### src/rtl/pc_pkg.sv
// Shared definitions for the program-counter unit: default geometry,
// next-PC source encoding and the alignment helper.
package pc_pkg;

   localparam int PC_ADDR_W       = 32;
   localparam int PC_INSTR_BYTES  = 4;
   localparam int PC_RESET_VECTOR = 0;
   localparam int PC_RAS_DEPTH    = 4;

   // Source of the next PC value, one per priority level.
   typedef enum logic [2:0] {
      PC_SEL_SEQ,
      PC_SEL_HOLD,
      PC_SEL_BR,
      PC_SEL_JMP,
      PC_SEL_RET
   } pc_sel_t;

   // Number of low address bits that must be zero for an aligned instruction.
   function automatic int align_lsb(input int instr_bytes);
      return (instr_bytes <= 1) ? 0 : $clog2(instr_bytes);
   endfunction

endpackage

### src/rtl/pc_ras.sv
// Circular return-address stack. A push when full overwrites the oldest
// entry; a pop on an empty stack is ignored. Push and pop in the same
// cycle replace the current top (net depth unchanged).
module pc_ras #(
   parameter int ADDR_W = 32,
   parameter int DEPTH  = 4
) (
   input  logic              clk,
   input  logic              rst_n,
   input  logic              push,
   input  logic              pop,
   input  logic [ADDR_W-1:0] push_data,
   output logic [ADDR_W-1:0] top,
   output logic              empty,
   output logic              full
);

   localparam int PTR_W = (DEPTH > 1) ? $clog2(DEPTH) : 1;
   localparam int CNT_W = $clog2(DEPTH + 1);

   logic [ADDR_W-1:0] mem [DEPTH];
   logic [PTR_W-1:0]  ptr;        // next free slot
   logic [PTR_W-1:0]  top_idx;    // most recently pushed slot
   logic [PTR_W-1:0]  ptr_inc;
   logic [PTR_W-1:0]  wr_idx;
   logic [CNT_W-1:0]  count;
   logic              pop_ok;

   assign pop_ok  = pop & ~empty;
   assign top_idx = (ptr == '0) ? PTR_W'(DEPTH - 1) : ptr - PTR_W'(1);
   assign ptr_inc = (ptr == PTR_W'(DEPTH - 1)) ? '0 : ptr + PTR_W'(1);
   assign wr_idx  = pop_ok ? top_idx : ptr;

   assign top   = mem[top_idx];
   assign empty = (count == '0);
   assign full  = (count == CNT_W'(DEPTH));

   // Pointer and occupancy tracking; count saturates at DEPTH on overflow.
   always_ff @(posedge clk or negedge rst_n) begin
      if (!rst_n) begin
         ptr   <= '0;
         count <= '0;
      end else if (push && !pop_ok) begin
         ptr <= ptr_inc;
         if (!full) count <= count + CNT_W'(1);
      end else if (pop_ok && !push) begin
         ptr   <= top_idx;
         count <= count - CNT_W'(1);
      end
   end

   // Entry storage.
   // NOTE: storage is not reset; the occupancy count alone decides which entries are valid.
   always_ff @(posedge clk) begin
      if (push) mem[wr_idx] <= push_data;
   end

endmodule

### src/rtl/pc_unit.sv
// Program-counter unit: PC register plus next-PC selection (sequential,
// branch, jump, hold, optional return). Redirect targets are force-aligned
// and flag a one-cycle misaligned pulse.
// Optional return-address stack enabled by defining PC_RAS_EN.
module pc_unit
   import pc_pkg::*;
#(
   parameter int                ADDR_W       = PC_ADDR_W,
   parameter int                INSTR_BYTES  = PC_INSTR_BYTES,
   parameter logic [ADDR_W-1:0] RESET_VECTOR = ADDR_W'(PC_RESET_VECTOR),
   parameter int                RAS_DEPTH    = PC_RAS_DEPTH
) (
   input  logic              clk,
   input  logic              rst_n,
   input  logic              stall,
   input  logic              branch_taken,
   input  logic [ADDR_W-1:0] branch_offset,
   input  logic              jump,
   input  logic [ADDR_W-1:0] jump_target,
   input  logic              call,
   input  logic              ret,
   output logic [ADDR_W-1:0] pc,
   output logic [ADDR_W-1:0] pc_next,
   output logic [ADDR_W-1:0] pc_plus,
   output logic              misaligned,
   output logic              ras_empty,
   output logic              ras_full
);

   localparam int                ALIGN_LSB  = align_lsb(INSTR_BYTES);
   localparam logic [ADDR_W-1:0] ALIGN_MASK = ADDR_W'((64'd1 << ALIGN_LSB) - 64'd1);

   logic [ADDR_W-1:0] pc_q;
   logic              mis_q;
   logic [ADDR_W-1:0] raw_target;
   logic              redirect;
   logic              mis_next;
   logic              ret_ok;
   logic [ADDR_W-1:0] ras_top;
   pc_sel_t           sel;

   assign pc         = pc_q;
   assign misaligned = mis_q;
   assign pc_plus    = pc_q + ADDR_W'(INSTR_BYTES);

`ifdef PC_RAS_EN
   logic ras_push;

   // A return is honoured only when the stack holds an address.
   assign ret_ok   = ret & ~ras_empty;
   assign ras_push = call & jump;

   pc_ras #(
      .ADDR_W (ADDR_W),
      .DEPTH  (RAS_DEPTH)
   ) u_ras (
      .clk       (clk),
      .rst_n     (rst_n),
      .push      (ras_push),
      .pop       (ret_ok),
      .push_data (pc_plus),
      .top       (ras_top),
      .empty     (ras_empty),
      .full      (ras_full)
   );
`else
   // Without the stack, call/ret have no effect.
   wire ras_unused = ^{call, ret, (RAS_DEPTH < 2)};

   assign ret_ok    = 1'b0;
   assign ras_top   = '0;
   assign ras_empty = 1'b1;
   assign ras_full  = 1'b0;
`endif

   // Priority select of the next-PC source.
   always_comb begin
      // NOTE: default first so every path assigns sel and no latch is inferred.
      sel = PC_SEL_SEQ;
      if (ret_ok)            sel = PC_SEL_RET;
      else if (jump)         sel = PC_SEL_JMP;
      else if (branch_taken) sel = PC_SEL_BR;
      else if (stall)        sel = PC_SEL_HOLD;
   end

   // Next-PC datapath, alignment and misalignment detection.
   always_comb begin
      raw_target = pc_plus;
      redirect   = 1'b0;
      case (sel)
         PC_SEL_RET: begin raw_target = ras_top;             redirect = 1'b1; end
         PC_SEL_JMP: begin raw_target = jump_target;         redirect = 1'b1; end
         PC_SEL_BR:  begin raw_target = pc_q + branch_offset; redirect = 1'b1; end
         PC_SEL_HOLD: raw_target = pc_q;
         default:     raw_target = pc_plus;
      endcase
      pc_next  = raw_target & ~ALIGN_MASK;
      mis_next = redirect & (|(raw_target & ALIGN_MASK));
   end

   // PC register and one-cycle misaligned flag.
   always_ff @(posedge clk or negedge rst_n) begin
      // NOTE: non-blocking assignments keep every register sampling pre-edge values.
      if (!rst_n) begin
         pc_q  <= RESET_VECTOR;
         mis_q <= 1'b0;
      end else begin
         pc_q  <= pc_next;
         mis_q <= mis_next;
      end
   end

endmodule

### config.mk
export PLATFORM = sky130hd
export DESIGN_NAME = pc_unit
export DESIGN_NICKNAME = d
export VERILOG_FILES = /design/src/rtl/pc_pkg.sv /design/src/rtl/pc_ras.sv /design/src/rtl/pc_unit.sv
export SDC_FILE = /design/constraint.sdc
export NUM_CORES = 1
export LEC_CHECK = 0
export ABC_AREA = 1
export CAP_MARGIN = 10
export CORE_ASPECT_RATIO = 0.7
export CORE_UTILIZATION = 32
export DETAILED_ROUTE_END_ITERATION = 10
export GPL_TIMING_DRIVEN = 0
export PLACE_DENSITY = 0.75
export SLEW_MARGIN = 40
export SYNTH_ARGS = -nofsm -noshare
export SYNTH_HDL_FRONTEND = slang
export SYNTH_SLANG_ARGS = --single-unit
### constraint.sdc
create_clock -name clk -period 2.5 [get_ports clk]
set_clock_uncertainty 0.15 [all_clocks]
set_input_delay 0.5 -clock clk [delete_from_list [all_inputs] [get_ports clk]]
set_output_delay 0.5 -clock clk [all_outputs]
set_load 0.05 [all_outputs]
==> results.sh, run 1 <==
export IMPL_violations="design-rule violations, negative setup slack"
export IMPL_fin_ws_ps=-847
export IMPL_slew_limit_headroom_pct=49.4
export IMPL_max_stage_delay_ps=520
export IMPL_antenna_left=0
export IMPL_wire_per_inst_um=23.9
export IMPL_tightest_slew_ps=758
export IMPL_nNetsFinal=1190
export IMPL_worst_path_buf_inv=2
export IMPL_critPathTopFamily="simple AND/OR/NAND/NOR gates"
export IMPL_initial_core_util_pct=33.5
export IMPL_worst_path_most_repeated_cell="nand2_1"
export IMPL_seq_area_sq_um=848
export IMPL_core_area_sq_um=13400
export IMPL_finalSetupViolCount=58
export IMPL_multi_input_area_sq_um=5620
export IMPL_cts_tree="built"
export IMPL_yosysWarnings=0
export IMPL_postSynthCellCount=787
export IMPL_peakVddDrop_v=0.000470
export IMPL_htree_levels=2
export IMPL_worstSetupPathType="reg -> out"
export IMPL_portBuffers=158
export IMPL_clkLatencyLatePin_ps=290
export IMPL_avgSynthCellArea_sq_um=5.70
export IMPL_drtPass1Iterations=9
export IMPL_worstPathMaxFanout=4
export IMPL_postLayoutCellArea_sq_um=10300
export IMPL_cp_slowest_cell="dfrtp_4"
export IMPL_status="finished with violations"
export IMPL_dp_hpwl_mm=16.5
export IMPL_min_period_ps=3350
export IMPL_gp_congestion=0.959
export IMPL_synth_area_sq_um=4480
export IMPL_fin_util_pct=77.1
export IMPL_path_cells="buf_12, ha_4, nand2_4, nand2_4, nand2_2, nand2_2, nand3b_1, nand2_1, nand2_1, nand2_1, nand3_2, a21oi_4, buf_6"
export IMPL_die_w_um=143
export IMPL_cp_end_kind="output port"
export IMPL_track_usage_pct=33.1
export IMPL_num_antenna_cells=0
export IMPL_rsz0062_at_grt="yes"
export IMPL_final_period_utilization_pct=134
export IMPL_drive_gt1_share_pct=54.1
export IMPL_holdCritPathClass="in -> async"
export IMPL_ys_seq_area_share_pct=17.3
export IMPL_tns_ps=-23760
export IMPL_dpl_worst_slack_ps=-1550
export IMPL_leakagePower_nw=4.73
export IMPL_grt_pass1_vias=6636
export IMPL_via_per_inst=5.99
export IMPL_final_cell_mix="nand2_1 (186), buf_4 (110), inv_1 (99)"
export IMPL_synth_seq_cells=31
export IMPL_cts_buffers_inserted=5
export IMPL_areaGrowthSynthToFinish_pct=130
export IMPL_whs_ps=520
export IMPL_power_density_nw_per_um2=638
export IMPL_dieArea_sq_um=14500
export IMPL_antenna_found_initial=0
export IMPL_fmax_mhz=299
export IMPL_num_rows=35
export IMPL_critPathLaunchType="flip-flop"
export IMPL_ios=170
export IMPL_drt_iter0_drc=882
export IMPL_clk_pin_slew_worst_paths_ps=60
export IMPL_arrival_ps=2700
export IMPL_grt_max_degree=20
export IMPL_placed_area_sq_um=7470
export IMPL_die_h_um=101
export IMPL_hold_viol=0
export IMPL_drv_cap=0
export IMPL_fillers=741
export IMPL_ys_types=34
export IMPL_vias=7628
export IMPL_grt_ovfl_total=0
export IMPL_grt_pass1_wl_mm=35.8
export IMPL_cts_root_buf="clkbuf_16"
export IMPL_worst_ep_required_time_ps=1850
export IMPL_slew_viol_final=0
export IMPL_post_route_drc_count=1
export IMPL_cts_sinks=31
export IMPL_final_common_cell="nand2_1"
export IMPL_routed_wl_mm=30.4
export IMPL_cts_path_max_buffers=2
==> power breakdown <==
group	leakage, nW	total [W]	switching (W)	internal, W
logic	4.30	0.00503	0.00312	0.00191
clock network	0.0868	0.000745	0.000249	0.000496
registers	0.343	0.000817	0.000202	0.000616
==> layout make-up <==
class | count | share of cell area, %
multi-input cells | 617 | 54.4
flip-flops and latches | 31 | 8.21
inverters | 125 | 4.71
clock buffers | 6 | 1.34
repair buffers | 288 | 27.4
plain buffers | 20 | 1.42
clock inverters | 2 | 0.339
well taps | 185 | 2.24
==> path summary, 6_finish.rpt <==
check                      start     endpoint  slack [ps]  cells past startpoint
min                        rst_n       pc[31]         520                      2
max in group asynchronous  rst_n       pc[18]        1220                      3
max                        pc[8]  pc_next[27]        -850                     13
min in group clk           pc[7]        pc[7]         660                      2
min reg2reg                pc[7]        pc[7]         660                      2
max reg2reg                pc[8]       pc[27]         -70                     13
==> kinds of logic (layout without fill, tap and decap cells) <==
logic type / count (synthesis) / in the layout / share of synthesized area (%)
buffers and inverters: 145 / 441 / 12.9
XOR/XNOR: 27 / 27 / 5.27
AND/OR/NAND/NOR: 477 / 477 / 45.3
adder cells (fa/ha/maj): 31 / 31 / 8.82
other: 2 / 8 / 0.167
flip-flops: 31 / 31 / 17.3
AO/OA/AOI/OAI: 74 / 74 / 10.2
==> synth_stat cells, drive strengths merged <==
cell type	count	area, sq um
nand3	61	328
xor2	22	193
buf	13	82.6
fa	1	20.0
conb	2	7.51
dfrtp	31	776
and2	3	18.8
xnor2	5	43.8
nor4	1	6.26
clkbuf	7	26.3
a221oi	11	96.3
o2111ai	10	87.6
or2	4	25.0
o21ai	13	65.1
a21oi	37	185
nand2	288	1080
and3	1	6.26
nand3b	4	30.0
ha	30	375
a21o	1	7.51
nor3	20	131
o21bai	1	7.51
a22o	1	8.76
nor2	77	294
nand4	18	113
inv	125	469
==> per-stage QoR <==
| stage | std cells | total power, W |
|---|---|---|
| after detailed placement | 1137 | 0.00413 |
| after floorplan | 793 | 0.00307 |
| final | 1274 | 0.00659 |
| after global placement | 1136 | 0.00411 |
| after CTS | 1226 | 0.00571 |
| after global routing | 1274 | 0.00678 |
==> flip-flops by register name (all words and copies together) (netlist names) <==
register / count
misaligned: 1
pc: 30
==> routing by layer <==
layer	GRT usage [%]	vias up	part of all wire (%)
li1	-	3113	-
met1	42.1	3551	36
met2	52.2	715	43
met3	11.4	249	15
met4	11.0	0	6.9
met5	0	-	0
==> timing repair <==
item	CTS	global route
hold endpoints to repair	12	0
buffers inserted	80	56
hold buffers	1	0
gates resized for setup	639	179
endpoints found under the setup margin	63	56
pin swaps	84	113
Power figures use the tool's default switching activity.
==> run 2, diff against run 1 <==
--- a/config.mk
+++ b/config.mk
@@ -7,7 +7,7 @@
 export LEC_CHECK = 0
 export ABC_AREA = 1
 export CAP_MARGIN = 10
-export CORE_ASPECT_RATIO = 0.7
+export CORE_ASPECT_RATIO = 2
 export CORE_UTILIZATION = 32
 export DETAILED_ROUTE_END_ITERATION = 10
 export GPL_TIMING_DRIVEN = 0
==> run 2 against run 1 <==
Net effect: the flow finishes with violations (negative setup slack); maximum frequency is 2.7% higher; total power is 6.5% lower; wire length is 11% lower; core utilization is 4.6 points lower; cell count is 1.6% lower; critical path depth is 1 lower; worst setup slack better by 87 ps; largest power group unchanged.
==> results.sh, run 2 (synthesized netlist as in run 1, its figures left out) <==
export IMPL_vias=6994
export IMPL_cp_end_kind="output port"
export IMPL_power_w=0.00616
export IMPL_wl_met3_mm=1.86
export IMPL_dp_hpwl_mm=17.2
export IMPL_final_common_cell="nand2_1"
export IMPL_num_rows=60
export IMPL_die_h_um=169
export IMPL_tns_ps=-22540
export IMPL_arrival_ps=2610
export IMPL_holdCritPathClass="in -> async"
export IMPL_grt_max_degree=22
export IMPL_cts_buffers_inserted=5
export IMPL_cts_tree="built"
export IMPL_max_stage_delay_ps=500
export IMPL_finalSetupViolCount=57
export IMPL_areaGrowthSynthToFinish_pct=120
export IMPL_grt_pass1_vias=6484
export IMPL_nNetsFinal=1169
export IMPL_hold_viol=0
export IMPL_worst_path_most_repeated_cell="nand2_2"
export IMPL_peakVddDrop_v=0.000412
export IMPL_track_usage_pct=31.5
export IMPL_worstPathMaxFanout=4
export IMPL_htree_levels=2
export IMPL_antenna_found_initial=0
export IMPL_clkLatencyLatePin_ps=290
export IMPL_min_period_ps=3260
export IMPL_worstSetupPathType="reg -> out"
export IMPL_cp_slowest_cell="dfrtp_4"
export IMPL_fmax_mhz=307
export IMPL_ios=170
export IMPL_final_cell_mix="nand2_1 (198), inv_1 (106), buf_4 (94)"
export IMPL_tightest_slew_ps=654
export IMPL_fillers=897
export IMPL_post_route_drc_count=0
export IMPL_fin_util_pct=72.5
export IMPL_postLayoutCellArea_sq_um=9850
export IMPL_initial_core_util_pct=33.0
export IMPL_cts_root_buf="clkbuf_16"
export IMPL_reg2reg_slack_ps=-120
export IMPL_power_density_nw_per_um2=625
export IMPL_worst_ep_required_time_ps=1850
export IMPL_placed_area_sq_um=7470
export IMPL_drv_cap=0
export IMPL_drt_met1_wl_mm=8.48
export IMPL_slew_viol_final=0
export IMPL_num_antenna_cells=0
export IMPL_die_w_um=85.7
export IMPL_cts_path_max_buffers=2
export IMPL_wire_per_inst_um=21.6
export IMPL_highest_layer="met4"
export IMPL_violations="negative setup slack"
export IMPL_dieArea_sq_um=14500
export IMPL_fin_ws_ps=-761
export IMPL_cts_sinks=31
export IMPL_portBuffers=158
export IMPL_clk_pin_slew_worst_paths_ps=60
export IMPL_core_area_sq_um=13600
export IMPL_rsz0062_at_grt="yes"
export IMPL_drtPass1Iterations=6
export IMPL_routed_wl_met2_mm=13.6
export IMPL_slew_limit_headroom_pct=56.4
export IMPL_drt_iter0_drc=650
export IMPL_antenna_left=0
export IMPL_grt_pass1_wl_mm=34.4
export IMPL_status="finished with violations"
export IMPL_largest_register_ffs=30
export IMPL_leakagePower_nw=4.55
export IMPL_via_per_inst=5.58
export IMPL_final_period_utilization_pct=130
export IMPL_critPathLaunchType="flip-flop"
export IMPL_drive_gt1_share_pct=50.1
export IMPL_grt_ovfl_total=0
export IMPL_routed_wl_mm=27.0
export IMPL_gp_congestion=0.957
export IMPL_path_cells="ha_4, fa_2, nand2_4, nand2_4, nand3b_1, nand2_2, nand2_2, nand2_2, or2_4, nand3_4, nand4_1, buf_6"
==> run 2: metrics by stage <==
| step | hold WS, ps | instances | setup WS, ps |
|---|---|---|---|
| after CTS | 512 | 1205 | -687 |
| after floorplan | 54.4 | 793 | -439 |
| after global placement | 519 | 1137 | -1570 |
| final | 511 | 1254 | -761 |
| after global routing | 527 | 1254 | -812 |
| after detailed placement | 266 | 1138 | -1590 |
==> run 2: power breakdown <==
part	switching [W]	internal (W)
Combinational	0.00286	0.00177
Clock	0.000276	0.000425
Sequential	0.000218	0.000615
==> run 2: cell type report <==
type | count | area, sq um | share of cell area [%]
multi-input cells | 617 | 5400 | 54.8
clock buffers | 7 | 153 | 1.55
clock inverters | 1 | 7.51 | 0.0762
flip-flops and latches | 31 | 848 | 8.61
repair buffers | 267 | 2580 | 26.2
plain buffers | 20 | 143 | 1.45
inverters | 125 | 484 | 4.91
well taps | 186 | 233 | 2.36
==> run 2: critical path: cells and delay by family (launching register included) <==
family / cells / cell delay (ps)
flops: 1 / 500
buf+inv: 1 / 230
simple gates: 9 / 1000
fa+ha+maj: 2 / 590
==> run 2: timing repair <==
item                                    in CTS  in global routing
pin swaps                                   45                100
gates resized for setup                    581                177
endpoints found under the hold margin       10                  0
endpoints found under the setup margin      69                 60
setup buffers                               58                 50
hold buffers                                 1                  0
==> run 2: worst paths after layout <==
kind,startpoint,end,cells after the start
worst max-delay path,pc[2],pc_next[16],12
worst min-delay path,rst_n,pc[3],2
worst max register to register,pc[2],pc[20],14
worst min register to register,pc[4],pc[4],2
max in group asynchronous,rst_n,pc[10],3
min in group clk,pc[4],pc[4],2
==> run 2: per-layer routing <==
metal	track usage [%]	vias to the layer above
met5	0	-
li1	-	3067
met4	29.6	0
met1	30.3	3275
met3	3.84	169
met2	56.7	483
